$ cat src/rtl/iscas_bist_ctrl.sv
// iscas_bist_ctrl
//
// BIST sequencer for an ISCAS89 benchmark core (s386 class). On a run
// request it flushes the core's unreset flip-flops with a fixed vector.
// It then drives 16-bit Fibonacci LFSR stimulus for a programmed number
// of cycles. Each of those cycles it compacts the core outputs into a
// 16-bit MISR, and it reports the final MISR value as the signature.
//
// Optional feature: define ISCAS_BIST_ABORT_EN to add the abort input.
// An abort in FLUSH or RUN returns to IDLE without a done pulse and
// leaves the previous signature in place.
//
// Ports:
//   clk        sole clock, rising edge
//   rst        synchronous, active-high reset
//   start      run request, sampled only in IDLE
//   cycles     number of measured RUN cycles, latched with start
//   busy       high in FLUSH and RUN
//   done       one-cycle pulse when a run completes
//   signature  MISR result, valid from done until the next run completes
//   stim       registered drive to the core inputs
//   resp       core outputs (combinational from stim and core state)
//   abort      (ISCAS_BIST_ABORT_EN only) cancel the current run
module iscas_bist_ctrl #(
  parameter int              IN_W         = 7,
  parameter int              OUT_W        = 7,
  parameter int              CNT_W        = 16,
  parameter int              FLUSH_CYCLES = 8,
  parameter logic [IN_W-1:0] FLUSH_VEC    = '0,
  parameter logic [15:0]     SEED         = 16'hACE1
) (
  input  logic             clk,
  input  logic             rst,
  input  logic             start,
  input  logic [CNT_W-1:0] cycles,
  output logic             busy,
  output logic             done,
  output logic [15:0]      signature,
  output logic [IN_W-1:0]  stim,
  input  logic [OUT_W-1:0] resp
`ifdef ISCAS_BIST_ABORT_EN
  ,
  input  logic             abort
`endif
);

  typedef enum logic [1:0] {
    S_IDLE  = 2'd0,
    S_FLUSH = 2'd1,
    S_RUN   = 2'd2,
    S_DONE  = 2'd3
  } state_t;

  // The flush counter only has to hold FLUSH_CYCLES-1.
  localparam int              FC_W    = (FLUSH_CYCLES > 1) ? $clog2(FLUSH_CYCLES) : 1;
  localparam logic [FC_W-1:0] FC_LOAD = FC_W'(FLUSH_CYCLES - 1);

  function automatic logic [15:0] lfsr_step(input logic [15:0] l);
    return {l[14:0], l[15] ^ l[13] ^ l[12] ^ l[10]};
  endfunction

  function automatic logic [15:0] misr_step(input logic [15:0]    m,
                                            input logic [OUT_W-1:0] r);
    return {m[14:0], m[15] ^ m[13] ^ m[12] ^ m[10]} ^ 16'(r);
  endfunction

  state_t           state_q, state_d;
  logic [CNT_W-1:0] rem_q, rem_d;
  logic [FC_W-1:0]  fcnt_q, fcnt_d;
  logic [15:0]      lfsr_q, lfsr_d;
  logic [15:0]      misr_q, misr_d;
  logic [15:0]      sig_q, sig_d;
  logic [IN_W-1:0]  stim_q, stim_d;
  logic             abort_w;

`ifdef ISCAS_BIST_ABORT_EN
  assign abort_w = abort;
`else
  assign abort_w = 1'b0;
`endif

  always_comb begin
    state_d = state_q;
    rem_d   = rem_q;
    fcnt_d  = fcnt_q;
    lfsr_d  = lfsr_q;
    misr_d  = misr_q;
    sig_d   = sig_q;
    stim_d  = '0;

    unique case (state_q)
      S_IDLE: begin
        if (start) begin
          rem_d   = cycles;
          lfsr_d  = SEED;
          misr_d  = '0;
          fcnt_d  = FC_LOAD;
          state_d = S_FLUSH;
        end
      end
      S_FLUSH: begin
        // LFSR and MISR stay frozen here, so resp is ignored.
        if (abort_w) begin
          state_d = S_IDLE;
        end else if (fcnt_q == '0) begin
          state_d = (rem_q == '0) ? S_DONE : S_RUN;
        end else begin
          fcnt_d = fcnt_q - FC_W'(1);
        end
      end
      S_RUN: begin
        // RUN is only entered with rem_q >= 1, so the decrement never wraps.
        if (abort_w) begin
          state_d = S_IDLE;
        end else begin
          misr_d = misr_step(misr_q, resp);
          lfsr_d = lfsr_step(lfsr_q);
          rem_d  = rem_q - CNT_W'(1);
          if (rem_q == CNT_W'(1)) begin
            state_d = S_DONE;
          end
        end
      end
      S_DONE: begin
        state_d = S_IDLE;
      end
      default: begin
        state_d = S_IDLE;
      end
    endcase

    // The signature is captured on the edge into DONE so that it is
    // already valid while done is high.
    if (state_d == S_DONE) begin
      sig_d = misr_d;
    end

    // stim is registered, so it is derived from the next state and the
    // next LFSR value. That way each RUN cycle drives the LFSR word that
    // the MISR will pair with resp at the end of the same cycle.
    unique case (state_d)
      S_FLUSH: stim_d = FLUSH_VEC;
      S_RUN:   stim_d = lfsr_d[IN_W-1:0];
      default: stim_d = '0;
    endcase
  end

  always_ff @(posedge clk) begin
    if (rst) begin
      state_q <= S_IDLE;
      rem_q   <= '0;
      fcnt_q  <= '0;
      lfsr_q  <= SEED;
      misr_q  <= '0;
      sig_q   <= '0;
      stim_q  <= '0;
    end else begin
      state_q <= state_d;
      rem_q   <= rem_d;
      fcnt_q  <= fcnt_d;
      lfsr_q  <= lfsr_d;
      misr_q  <= misr_d;
      sig_q   <= sig_d;
      stim_q  <= stim_d;
    end
  end

  assign busy      = (state_q == S_FLUSH) || (state_q == S_RUN);
  assign done      = (state_q == S_DONE);
  assign signature = sig_q;
  assign stim      = stim_q;

endmodule

$ cat config.mk
export PLATFORM = sky130hd
export DESIGN_NAME = iscas_bist_ctrl
export DESIGN_NICKNAME = d
export VERILOG_FILES = /design/src/rtl/iscas_bist_ctrl.sv
export SDC_FILE = /design/constraint.sdc
export NUM_CORES = 1
export LEC_CHECK = 0
export CAP_MARGIN = 20
export CORE_ASPECT_RATIO = 1.2
export CORE_MARGIN = 1
export CORE_UTILIZATION = 30
export CTS_CLUSTER_DIAMETER = 100
export DETAILED_ROUTE_END_ITERATION = 8
export GPL_ROUTABILITY_DRIVEN = 1
export GPL_TIMING_DRIVEN = 0
export PLACE_DENSITY = 0.51
export SLEW_MARGIN = 40
export SYNTH_ARGS = -nofsm -noshare
export SYNTH_HDL_FRONTEND = slang
export SYNTH_SLANG_ARGS = --single-unit
$ cat constraint.sdc
create_clock -name clk -period 2.2 [get_ports clk]
set_clock_uncertainty 0.2 [all_clocks]
set_input_delay 0.22 -clock clk [delete_from_list [all_inputs] [get_ports clk]]
set_output_delay 0.22 -clock clk [all_outputs]
set_load 0.005 [all_outputs]
==> run summary <==
The slack of the worst reg-to-reg path came out at -0.06 ns. In this run the cell area of the synthesized design comes to 3440 um2. Yosys printed 0 warnings. The number of antenna diodes in the final layout is 0. The synthesis-to-finish area growth was 33.5%; the number of nets in the final layout was 473.

The worst register-to-register path ends at signature[8]$_SDFFE_PP0N_. TritonCTS built the clock tree. The number of antenna violations at the first check in global routing was 0. The proportion of layout cells with a drive suffix above 1 was 16.5%.

The H-tree generated during clock tree synthesis spans 3 levels. The final count of pins violating max slew came out at 0. The die covers 11,900 um2.

Global routing used 15.7% of the available tracks. The tightest hold path in the finished design has a slack of 0.225 ns. After detailed routing, the average wire length per cell comes to 14.8 um. For the maximum root-to-sink buffer count, the log shows 2. The run gives 10 as the number of setup violations in the final report. The checks that failed: negative setup slack. The category of the worst setup path capture point is a flip-flop. The final hold violation count is 0. Flip-flop cell with the highest count after synthesis: dfxtp_1. In this run the standard cell core region covers 11,100 um2. The starting DRC count in detailed routing came out at 126. The number of global-route vias before repair was 2,951; the average footprint of a synthesized cell was 9.31 um2. The number of nets with antenna violations after detailed routing was 0; the count of vias placed by the detailed router was 2,885. The number of non-filler instances in the completed layout is 596.

The minimum period implied by the final worst setup slack works out to 2.26 ns. The highest net fanout along the worst path is 10. Number of enable-type register cells in the synthesized netlist: 0. The ratio of final minimum period to clock period was 103%; the number of clock buffers inserted by TritonCTS was 9. In this run the clock root is driven by a clkbuf_16.

The via density per instance works out to 4.84. The type of origin of the critical path is a flip-flop. The worst hold path terminates at signature[4]$_SDFFE_PP0N_. Setup repair after global routing could not meet its margin everywhere. The post-synthesis net count was 406; the slew of the pin with the lowest slew margin was 0.578 ns. For this design the static power due to leakage is 1.74 nW. Most common cell after layout, fill and taps aside: dfxtp_1. By startpoint and endpoint, the worst setup path is classified as reg -> reg. Pin count of the biggest net entering global routing: 12.

The clock drives 76 sinks. The run finished, with violations left. For the worst setup path, the data arrival time is 2.28 ns. The logs give 0.33 ns for the clock latency at the later pin of the worst-skew pair and 2.22 ns for the data required time at the worst endpoint.

The worst setup margin came out at -0.0572 ns. The share of synthesized flip-flops with an asynchronous set or reset was 0%; the number of optimization iterations in the first detailed-route pass was 4. The startpoint identified for the worst register-to-register timing path is state_q[0]$_SDFF_PP0_. Max-cap violations in this run came to 0. Global routing finished with a remaining overflow of 0. The die extent in y was 119 um; the number of cell rows was 42.

The wire length of the first global-routing pass was 14.5 mm. The worst hold path class was in -> reg. The clock-pin transition on the worst setup and hold timing paths came out at 0.06 ns. The logs give 8.84 mm for the total routed wirelength and 49 for the unique cell type count in the Yosys netlist. After synthesis the netlist holds a flip-flop and latch count of 76.

The placed cell count was 573; the power density normalized to cell area was 854 nW/um2. For this configuration, the core starts out at a cell density of 31.1%. At the end of routability-driven placement, the weighted congestion stood at 0.780. Measured in cells, the most critical reg-to-reg path has a length of 8. Pin placement for this block handled 51 I/O pins. Hold path startpoint: rst. The remaining routing DRC violations is 0. The number of stages on the worst hold path works out to 3. Max-slew headroom at the worst pin: 61.5%. Port buffering added 49 buffers. The maximum vdd ir drop was 402 uV; the highest clock rate was 0.443 GHz.

Die width: 99.8 um. The cell count after synthesis came out at 370. The wire-length estimate of the detail-placed layout is 6.06 mm. For this run, the register share of the synthesized area comes to 44.2%.

The library cells used most frequently in the layout, excluding fill and tap cells, are dfxtp_1 (72), clkdlybuf4s50_1 (49), nor2_1 (46).
synthesized netlist by cell type (all sizes together), types with 8 or more instances:
master / number / area share, %
nor3: 9 / 1.5
clkbuf: 14 / 1.5
nor2: 46 / 5.0
ha: 10 / 3.6
a22oi: 28 / 6.1
mux2: 16 / 6.3
dfxtp: 76 / 44
o22ai: 8 / 1.5
a21oi: 16 / 2.3
inv: 8 / 0.87
buf: 8 / 1.2
nor2b: 19 / 3.5
o21ai: 16 / 2.3
xor2: 9 / 2.3
nand2: 16 / 1.7
nand2b: 12 / 2.2
stage by stage:
| stage | power (mW) | setup WS (ns) | area [um2] | utilization [%] | TNS (ns) |
|---|---|---|---|---|---|
| floorplan | 2.13 | -0.00179 | 3460 | - | -0.0179 |
| global placement | 2.39 | -0.612 | 4150 | 37.4 | -23.65 |
| detailed placement | 2.40 | -0.604 | 4150 | 37.5 | -23.48 |
| CTS | 3.89 | -0.0489 | 4520 | 40.8 | -0.641 |
| global route | 4.12 | -0.123 | 4600 | 41.4 | -2.08 |
| finish | 3.93 | -0.0572 | 4600 | 41.4 | -0.531 |
cell type report:
| type | count | area [um2] |
|---|---|---|
| plain buffers | 21 | 120 |
| repair buffers | 57 | 558 |
| fillers | 1138 | 6490 |
| multi-input cells | 264 | 1880 |
| well taps | 154 | 193 |
| inverters | 8 | 32.5 |
| clock inverters | 1 | 5.00 |
| flip-flops and latches | 76 | 1530 |
| clock buffers | 15 | 278 |
per-layer routing:
layer	track usage (%)	vias up	part of all wire, %
met3	3.64	11	4.8
li1	-	1449	-
met1	20.0	1366	47
met5	0	-	0
met4	5.79	0	1.3
met2	25.6	59	47
critical path, stage by stage (launching register included):
cell and delay, ns:
dfxtp_2 0.36, inv_4 0.05, ha_4 0.16, or4_4 0.41, nor3_2 0.11, and4_4 0.27
o21bai_4 0.11, buf_12 0.17, mux2_4 0.30
timing repair:
item	4_1_cts	5_1_grt
hold endpoints to repair	0	0
setup buffers	5	3
hold buffers	0	0
endpoints found under the setup margin	71	43
pin swaps	2	1
cloned	0	0
resized for setup	20	17
worst max-delay path by stage:
stage / start / to / cells after the start
final: state_q[0]$_SDFF_PP0_ / signature[8]$_SDFFE_PP0N_ / 8
after global routing: state_q[0]$_SDFF_PP0_ / signature[11]$_SDFFE_PP0N_ / 8
after CTS: state_q[0]$_SDFF_PP0_ / signature[8]$_SDFFE_PP0N_ / 8
after detailed placement: state_q[0]$_SDFF_PP0_ / rem_q[2]$_SDFFE_PP0P_ / 9
after global placement: state_q[0]$_SDFF_PP0_ / rem_q[2]$_SDFFE_PP0P_ / 9
after floorplan: state_q[0]$_SDFF_PP0_ / signature[10]$_SDFFE_PP0N_ / 8
flip-flops by register name, summed over array words and instances (netlist names):
name,count
lfsr_q,16
misr_q,16
rem_q,16
signature,16
stim,7
fcnt_q,3
state_q,2
kinds of logic (layout without fill, tap and decap cells):
group | Yosys count | in the layout | share of synthesized area [%]
compound gates | 92 | 92 | 18.0
xor+xnor | 13 | 13 | 3.71
fa+ha+maj | 10 | 10 | 3.63
buf+inv | 30 | 102 | 3.56
flops | 76 | 76 | 44.2
mux | 20 | 20 | 7.49
simple gates | 129 | 129 | 19.4
power breakdown:
| part | switching [mW] | internal (mW) |
|---|---|---|
| Combinational | 0.532 | 0.426 |
| Clock | 0.558 | 0.856 |
| Sequential | 0.0912 | 1.46 |
Power figures use the tool's default switching activity.
